$ cat src/rtl/fetch_pkg.sv
// Shared constants for the fetch-stage sequencer: FSM encodings, NOP word, default reset PC.
package fetch_pkg;

  localparam logic [63:0] DEFAULT_RESET_PC = 64'h0000_0000_8000_0000;
  localparam logic [31:0] NOP_INSTR        = 32'h0000_0013;

  typedef logic [1:0] fetch_state_t;

  localparam fetch_state_t S_IDLE = 2'd0;
  localparam fetch_state_t S_REQ  = 2'd1;
  localparam fetch_state_t S_WAIT = 2'd2;
  localparam fetch_state_t S_HOLD = 2'd3;

endpackage

$ cat src/rtl/fetch_redir_arb.sv
// Redirect arbitration: a trap always wins over a branch in the same cycle.
module fetch_redir_arb #(
  parameter int XLEN = 64
) (
  input  logic            i_trap_valid,
  input  logic [XLEN-1:0] i_trap_target,
  input  logic            i_br_valid,
  input  logic [XLEN-1:0] i_br_target,
  output logic            o_redir,
  output logic [XLEN-1:0] o_redir_target
);

  assign o_redir        = i_trap_valid | i_br_valid;
  assign o_redir_target = i_trap_valid ? i_trap_target : i_br_target;

endmodule

$ cat src/rtl/fetch_ctrl.sv
// Fetch sequencer: owns the fetch PC, keeps one I-memory request in flight,
// and buffers a single instruction for decode.
//
//   state  | meaning
//   S_IDLE | one settling cycle after reset
//   S_REQ  | request presented at pc, waiting for accept
//   S_WAIT | request accepted, waiting for the response pulse
//   S_HOLD | instruction buffered, waiting for decode to take it
module fetch_ctrl
  import fetch_pkg::*;
#(
  parameter int              XLEN     = 64,
  parameter logic [XLEN-1:0] RESET_PC = DEFAULT_RESET_PC[XLEN-1:0]
) (
  input  logic            clk,
  input  logic            rst,
  input  logic            trap_valid,
  input  logic [XLEN-1:0] trap_target,
  input  logic            br_valid,
  input  logic [XLEN-1:0] br_target,
  output logic            imem_req_valid,
  output logic [XLEN-1:0] imem_req_addr,
  input  logic            imem_req_ready,
  input  logic            imem_resp_valid,
  input  logic [31:0]     imem_resp_data,
  output logic            if_valid,
  output logic [XLEN-1:0] if_pc,
  output logic [31:0]     if_instr,
  input  logic            id_ready
);

  fetch_state_t    r_state;
  logic [XLEN-1:0] r_pc;
  logic            r_kill;
  logic            r_if_valid;
  logic [XLEN-1:0] r_if_pc;
  logic [31:0]     r_if_instr;

  logic            w_redir;
  logic [XLEN-1:0] w_target;

  fetch_redir_arb #(.XLEN(XLEN)) u_arb (
    .i_trap_valid   (trap_valid),
    .i_trap_target  (trap_target),
    .i_br_valid     (br_valid),
    .i_br_target    (br_target),
    .o_redir        (w_redir),
    .o_redir_target (w_target)
  );

  always_ff @(posedge clk or posedge rst) begin
    if (rst) begin
      r_state    <= S_IDLE;
      r_pc       <= RESET_PC;
      r_kill     <= 1'b0;
      r_if_valid <= 1'b0;
      r_if_pc    <= '0;
      r_if_instr <= NOP_INSTR;
    end else begin
      case (r_state)
        S_IDLE: begin
          if (w_redir) r_pc <= w_target;
          r_state <= S_REQ;
        end
        S_REQ: begin
          if (w_redir) r_pc <= w_target;
          // A redirect on the accept cycle means the accepted request is already stale.
          if (imem_req_ready) begin
            r_kill  <= w_redir;
            r_state <= S_WAIT;
          end
        end
        S_WAIT: begin
          if (imem_resp_valid) begin
            r_kill <= 1'b0;
            if (w_redir) r_pc <= w_target;
            if (r_kill || w_redir) begin
              r_state <= S_REQ;
            end else begin
              r_if_valid <= 1'b1;
              r_if_pc    <= r_pc;
              r_if_instr <= imem_resp_data;
              r_state    <= S_HOLD;
            end
          end else if (w_redir) begin
            r_pc   <= w_target;
            r_kill <= 1'b1;
          end
        end
        S_HOLD: begin
          // Redirect takes precedence over pc+4 even when decode accepts this cycle.
          if (w_redir || id_ready) begin
            r_if_valid <= 1'b0;
            r_pc       <= w_redir ? w_target : r_pc + XLEN'(4);
            r_state    <= S_REQ;
          end
        end
        default: r_state <= S_IDLE;
      endcase
    end
  end

  assign imem_req_valid = (r_state == S_REQ);
  assign imem_req_addr  = r_pc;
  assign if_valid       = r_if_valid;
  assign if_pc          = r_if_pc;
  assign if_instr       = r_if_instr;

endmodule
$ cat config.mk
export PLATFORM = sky130hd
export DESIGN_NAME = fetch_ctrl
export DESIGN_NICKNAME = d
export VERILOG_FILES = /design/src/rtl/fetch_pkg.sv /design/src/rtl/fetch_redir_arb.sv /design/src/rtl/fetch_ctrl.sv
export SDC_FILE = /design/constraint.sdc
export NUM_CORES = 1
export LEC_CHECK = 0
export CORE_AREA = 2 2 152 154
export DETAILED_ROUTE_END_ITERATION = 8
export DIE_AREA = 0 0 154 156
export MAX_ROUTING_LAYER = met4
export PLACE_DENSITY = 0.81
export SLEW_MARGIN = 10
export SYNTH_ARGS = -nofsm -noshare
export SYNTH_HDL_FRONTEND = slang
export SYNTH_SLANG_ARGS = --single-unit
$ cat constraint.sdc
create_clock -name clk -period 4.97 [get_ports clk]
set_input_delay 0.497 -clock clk [delete_from_list [all_inputs] [get_ports clk]]
set_output_delay 0.497 -clock clk [all_outputs]
set_load 0.01 [all_outputs]
==> flow_summary.yaml, run 1 <==
yosys:
  syn-cell-area_um2: 9087
  ys_seq_area_frac: 0.4522
  synth_edf_count: 0
  synth_top_area_frac: 0.4406
  synthTopCellsByArea: "dfrtp_1, mux2_2, mux2i_1, a21oi_1, nand3_1"
  synth_ff_type: "dfrtp_1"
  synth.avg_cell_area_um2: 10.05
  synth_top_area_cell: "dfrtp_1"
  async_flop_share: 1.000
  syn-instance-count: 904
  synth_nets: 1077
  ys_seq_elements: 164
  synth.most_common_cell: "dfrtp_1"
  synth_common_cells: "dfrtp_1, mux2_2, a21oi_1, mux2i_1"
  synth_cell_types: 58
  yosysWarnings: 0
die:
  core_area_um2: 22370
  fp.dieH_um: 156
  die_area_um2: 24020
  ioPinCount: 329
  start_util: 0.4063
  die_x_um: 154
  rows: 55
critical_path:
  reg2reg_slack_ns: 1.90
  crit_required_ns: 5.27
  cp-end-kind: "flop"
  path_max_fanout: 61
  crit_path_start_kind: "flop"
  arrival_ns: 3.38
  crit_type: "reg2reg"
place:
  place_congestion: 0.8809
  place_ws_ns: 1.603
  io_buffers: 328
  dpl.hpwl_mm: 22.01
final_layout:
  area_delta_synth_final_pct: 45.42
  finalNetCount: 1370
  multi_input_area_um2: 4703
  regArea_um2: 4109
  layout-drive-gt1-share: 0.1347
  antennaDiodeCount: 0
  fillers: 1884
  fin_util: 0.5909
power:
  clock_power_share: 0.270
  switchingPower_w: 0.001712
  seq_power_share: 0.397
  leakage_nw: 5.563
  p_int_w: 0.003423
  combPwrFrac: 0.333
  power_w: 0.005135
  vdd_ir_drop_max_mv: 0.2646
  p_sw_frac: 0.3334
  pwr_density_cell_nw_per_um2: 388.5
timing:
  rsz0062_at_grt: "false"
  drv_slew: 0
  slew_headroom: 0.3399
  fin_crit_ns: 3.075
  timing.fmax_mhz: 325.2
  tns_ns: 0
  period_share: 0.6187
  hold_viol_final: 0
  worst_slew_pin_slew_ns: 0.9810
  clock_skew_ns: 0.01325
  setup_viol: 0
  worst_slack_ns: 1.895
global_route:
  grt_pass1_vias: 8229
  grt_max_degree: 86
  track_usage: 0.2514
  antenna_found_initial: 0
  grt_pass1_wl_mm: 46.21
  grt-ovfl-total: 0
drt:
  first_pass_iters: 6
  routedWlPerCell_um: 20.07
  ant_nets: 0
  drt_iter0_markers: 859
  wl_mm: 30.00
  num_vias: 8689
  routed_via_density: 5.812
  drc: 0
clock_network:
  htree_levels: 4
  cts_tree: "yes"
  clock_latency_ns: 0.43
  postCtsSetupBuffers: 0
  cts_made_buffers: 17
  ctsHoldBuffers: 0
  post_cts_resized: 0
  clock_path_buffers: 2
  cts-root-buf: "clkbuf_16"
  cts.sink_count: 164
  clk_pin_slew_ns: 0.07
job:
  maxCapViolations: 0
run_status:
  status: "finished, final reports clean"
min_path:
  hold_class: "reg2reg"
layout by cell type (no fill, tap or decap), drive strengths merged, types with 18 or more instances in the layout:
| cell type | instances |
|---|---|
| and3 | 21 |
| a21oi | 55 |
| nor3 | 31 |
| dfrtp | 160 |
| o21ai | 48 |
| clkdlybuf4s50 | 327 |
| nor4 | 22 |
| and4 | 18 |
| nand4 | 29 |
| mux2 | 98 |
| nand3 | 54 |
| nand2 | 54 |
| nor2 | 54 |
| mux2i | 55 |
| inv | 21 |
worst max-delay path: stages, from the launching register on:
cell and delay (ns):
dfrtp_1 0.46, inv_1 0.09, ha_1 0.23, nor4b_1 0.73, nand2_4 0.52, buf_4 0.52
mux2_2 0.37
final timing paths:
path	start	endpoint	depth (start not counted)
worst min register to register	if_pc[21]	if_pc[21]	2
min in group asynchronous	rst	if_instr[13]	2
worst min-delay path	if_pc[21]	if_pc[21]	2
worst max register to register	r_state[0]	if_pc[17]	6
worst max-delay path	r_state[0]	if_pc[17]	6
max in group asynchronous	rst	if_pc[12]	3
metal layers:
| metal | vias to the layer above | GRT usage | wire length [um] |
|---|---|---|---|
| met2 | 465 | 0.4160 | 14730 |
| met3 | 47 | 0.04861 | 2628 |
| met4 | 0 | 0.06943 | 551 |
| met5 | - | - | 0 |
| li1 | 3997 | - | - |
| met1 | 4180 | 0.3166 | 12090 |
metrics by stage:
step | hold slack (ns) | area, um^2 | std cells
after global placement | 0.4734 | 12600 | 1463
after CTS | 0.4851 | 13220 | 1495
after floorplan | 0.4878 | 9087 | 904
after global routing | 0.5198 | 13220 | 1495
after detailed placement | 0.4696 | 12600 | 1463
final | 0.4824 | 13220 | 1495
kinds of logic after synthesis:
logic type | Yosys count | synth area share
adders and majority gates | 6 | 0.008261
muxes | 153 | 0.1820
buffers and inverters | 78 | 0.03332
AOI/OAI and AO/OA | 184 | 0.1285
DFF | 164 | 0.4522
and+or+nand+nor | 319 | 0.1958
area by class of cell:
type	instances	share of cell area
Timing Repair Buffer	340	0.2560
Clock buffer	17	0.03219
Tap cell	285	0.02698
Multi-Input combinational cell	662	0.3559
Clock inverter	15	0.01420
Inverter	12	0.003787
Sequential cell	164	0.3109
sequential cells by signal, summed over array words and instances (netlist names):
signal / count
if_valid: 1
r_kill: 1
if_instr: 32
imem_req_addr: 64
if_pc: 64
r_state: 2
power groups by stage:
stage	sequential [W]	clock [W]	combinational [W]
3_3_place_gp	0.00204	0	0.00168
3_5_place_dp	0.00206	0	0.00171
4_1_cts	0.00203	0.00141	0.00172
5_1_grt	0.00209	0.00147	0.00183
2_1_floorplan	0.00210	0	0.000605
6_report	0.00204	0.00139	0.00171
(Power assumes the default switching activity.)
==> run 2, diff against run 1 <==
--- a/config.mk
+++ b/config.mk
@@ -5,11 +5,11 @@
 export SDC_FILE = /design/constraint.sdc
 export NUM_CORES = 1
 export LEC_CHECK = 0
-export CORE_AREA = 2 2 152 154
+export CORE_AREA = 2 2 144 146
 export DETAILED_ROUTE_END_ITERATION = 8
-export DIE_AREA = 0 0 154 156
+export DIE_AREA = 0 0 146 148
 export MAX_ROUTING_LAYER = met4
-export PLACE_DENSITY = 0.81
+export PLACE_DENSITY = 0.85
 export SLEW_MARGIN = 10
 export SYNTH_ARGS = -nofsm -noshare
 export SYNTH_HDL_FRONTEND = slang
==> constraint.sdc (replaced) <==
create_clock -name clk -period 3 [get_ports clk]
set_input_delay 0.3 -clock clk [delete_from_list [all_inputs] [get_ports clk]]
set_output_delay 0.3 -clock clk [all_outputs]
set_load 0.01 [all_outputs]
==> flow_summary.yaml, run 2 (synthesis results as in run 1) <==
place:
  io_buffers: 328
  place_ws_ns: 0.5282
  dpl.hpwl_mm: 23.09
  post-place-cells: 1472
  place_congestion: 0.9408
power:
  leakage_nw: 5.671
  combPwrFrac: 0.359
  p_int_w: 0.005539
  pwr_density_cell_nw_per_um2: 623.4
  switchingPower_w: 0.002804
  vdd_ir_drop_max_mv: 0.4128
  clock_power_share: 0.246
  seq_power_share: 0.395
  p_sw_frac: 0.3361
timing:
  period_share: 0.8604
  drv_slew: 0
  hold_viol_final: 0
  slew_headroom: 0.4762
  tns_ns: 0
  setup_viol: 0
  rsz0062_at_grt: "false"
  worst_slack_ns: 0.4188
  worst_slew_pin_slew_ns: 0.7829
  clock_skew_ns: 0.008968
  timing.fmax_mhz: 387.4
  fin_crit_ns: 2.581
clock_network:
  cts-root-buf: "clkbuf_16"
  clk_pin_slew_ns: 0.07
  ctsHoldBuffers: 0
  htree_levels: 4
  clock_path_buffers: 2
  cts_made_buffers: 17
  post_cts_resized: 0
  postCtsSetupBuffers: 0
  clock_latency_ns: 0.44
  cts.sink_count: 164
  cts_tree: "yes"
die:
  ioPinCount: 329
  rows: 52
  fp.dieH_um: 148
  die_area_um2: 21610
  start_util: 0.4535
  die_x_um: 146
  core_area_um2: 20040
critical_path:
  crit_path_start_kind: "flop"
  slowest_stage: "nor4_2"
  reg2reg_slack_ns: 0.42
  r2r-start: "imem_req_addr[6]"
  crit_chain: "nand4_1 > nor4_2 > nand3_1 > or4_1 > and3_1"
  r2r.worst_path.cells: 5
  crit_type: "reg2reg"
  cpPeakStageDelay_ns: 0.55
  crit_required_ns: 3.32
  cp-end-kind: "flop"
  path_delay_family: "simple AND/OR/NAND/NOR gates"
  reg2reg_to: "imem_req_addr[50]"
  arrival_ns: 2.90
  critPathBufInv: 0
  path_max_fanout: 10
job:
  maxCapViolations: 0
global_route:
  grt_max_degree: 84
  grt-ovfl-total: 0
  grt_pass1_vias: 8703
  grt_pass1_wl_mm: 48.82
  antenna_found_initial: 0
  track_usage: 0.2945
run_status:
  status: "finished, final reports clean"
drt:
  drt_iter0_markers: 819
  wl_mm: 31.07
  ant_nets: 0
  routed_via_density: 5.900
  drc: 0
  num_vias: 8874
  routedWlPerCell_um: 20.66
  first_pass_iters: 5
final_layout:
  layout-drive-gt1-share: 0.1515
  finalNetCount: 1394
  antennaDiodeCount: 0
  area_delta_synth_final_pct: 47.29
  final_cell_mix: "clkdlybuf4s50_1, dfrtp_1, mux2_2"
  fin_cells: 1504
  final_common_cell: "clkdlybuf4s50_1"
min_path:
  hold_class: "in2async"
## run 2: changes by cell type in the layout (fill, tap and decap cells not counted)
cell	delta
buf_12	+6
clkinv_2	+2
clkinvlp_4	+1
buf_4	+18
clkinv_8	-1
inv_8	-3
inv_6	-1
bufinv_16	-2
clkinv_4	+4
## run 2: cell type report
type                    count  area, um^2
repair buffers            364        3638
flip-flops and latches    164        4109
fillers                  1626        6654
well taps                 270       337.8
inverters                  12       48.80
clock buffers              17       425.4
multi-input cells         662        4703
clock inverters            15       122.6
## run 2: worst register-to-register path: cells and delay by family, from the launching register on
| family | cells | cell delay [ns] |
|---|---|---|
| AND/OR/NAND/NOR | 5 | 1.98 |
| flip-flops | 1 | 0.50 |
## run 2: how the worst max path moves through the flow
stage / from / to / cells after the start
after floorplan: rst / if_instr[10] / 1
after global placement: imem_req_addr[34] / imem_req_addr[61] / 5
after detailed placement: imem_req_addr[3] / imem_req_addr[50] / 6
after CTS: imem_req_addr[3] / imem_req_addr[50] / 6
after global routing: imem_req_addr[3] / imem_req_addr[50] / 6
final: imem_req_addr[6] / imem_req_addr[50] / 5
## run 2: power by group through the flow
stage               Combinational [W]  Clock [W]  Sequential (W)
finish                        0.00300    0.00205         0.00330
global route                  0.00319    0.00218         0.00338
CTS                           0.00301    0.00208         0.00329
detailed placement            0.00299          0         0.00332
global placement              0.00294          0         0.00329
floorplan                     0.00100          0         0.00347
## run 2: per-stage QoR
stage | total power, W | util | hold WS [ns] | area, um^2
global route | 0.008743 | 0.6680 | 0.2674 | 13390
global placement | 0.006226 | 0.6406 | 0.4624 | 12840
CTS | 0.008376 | 0.6680 | 0.2536 | 13390
detailed placement | 0.006314 | 0.6406 | 0.4699 | 12840
finish | 0.008344 | 0.6680 | 0.2435 | 13390
floorplan | 0.004474 | - | 0.4506 | 9091
## run 2: per-layer routing
layer,share of wire,up-vias,track usage,routed length [um]
met5,0,-,-,0
met4,0.024,0,0.08204,757
met3,0.084,67,0.06296,2606
met2,0.50,473,0.4941,15440
met1,0.39,4288,0.3625,12260
li1,-,4046,-,-
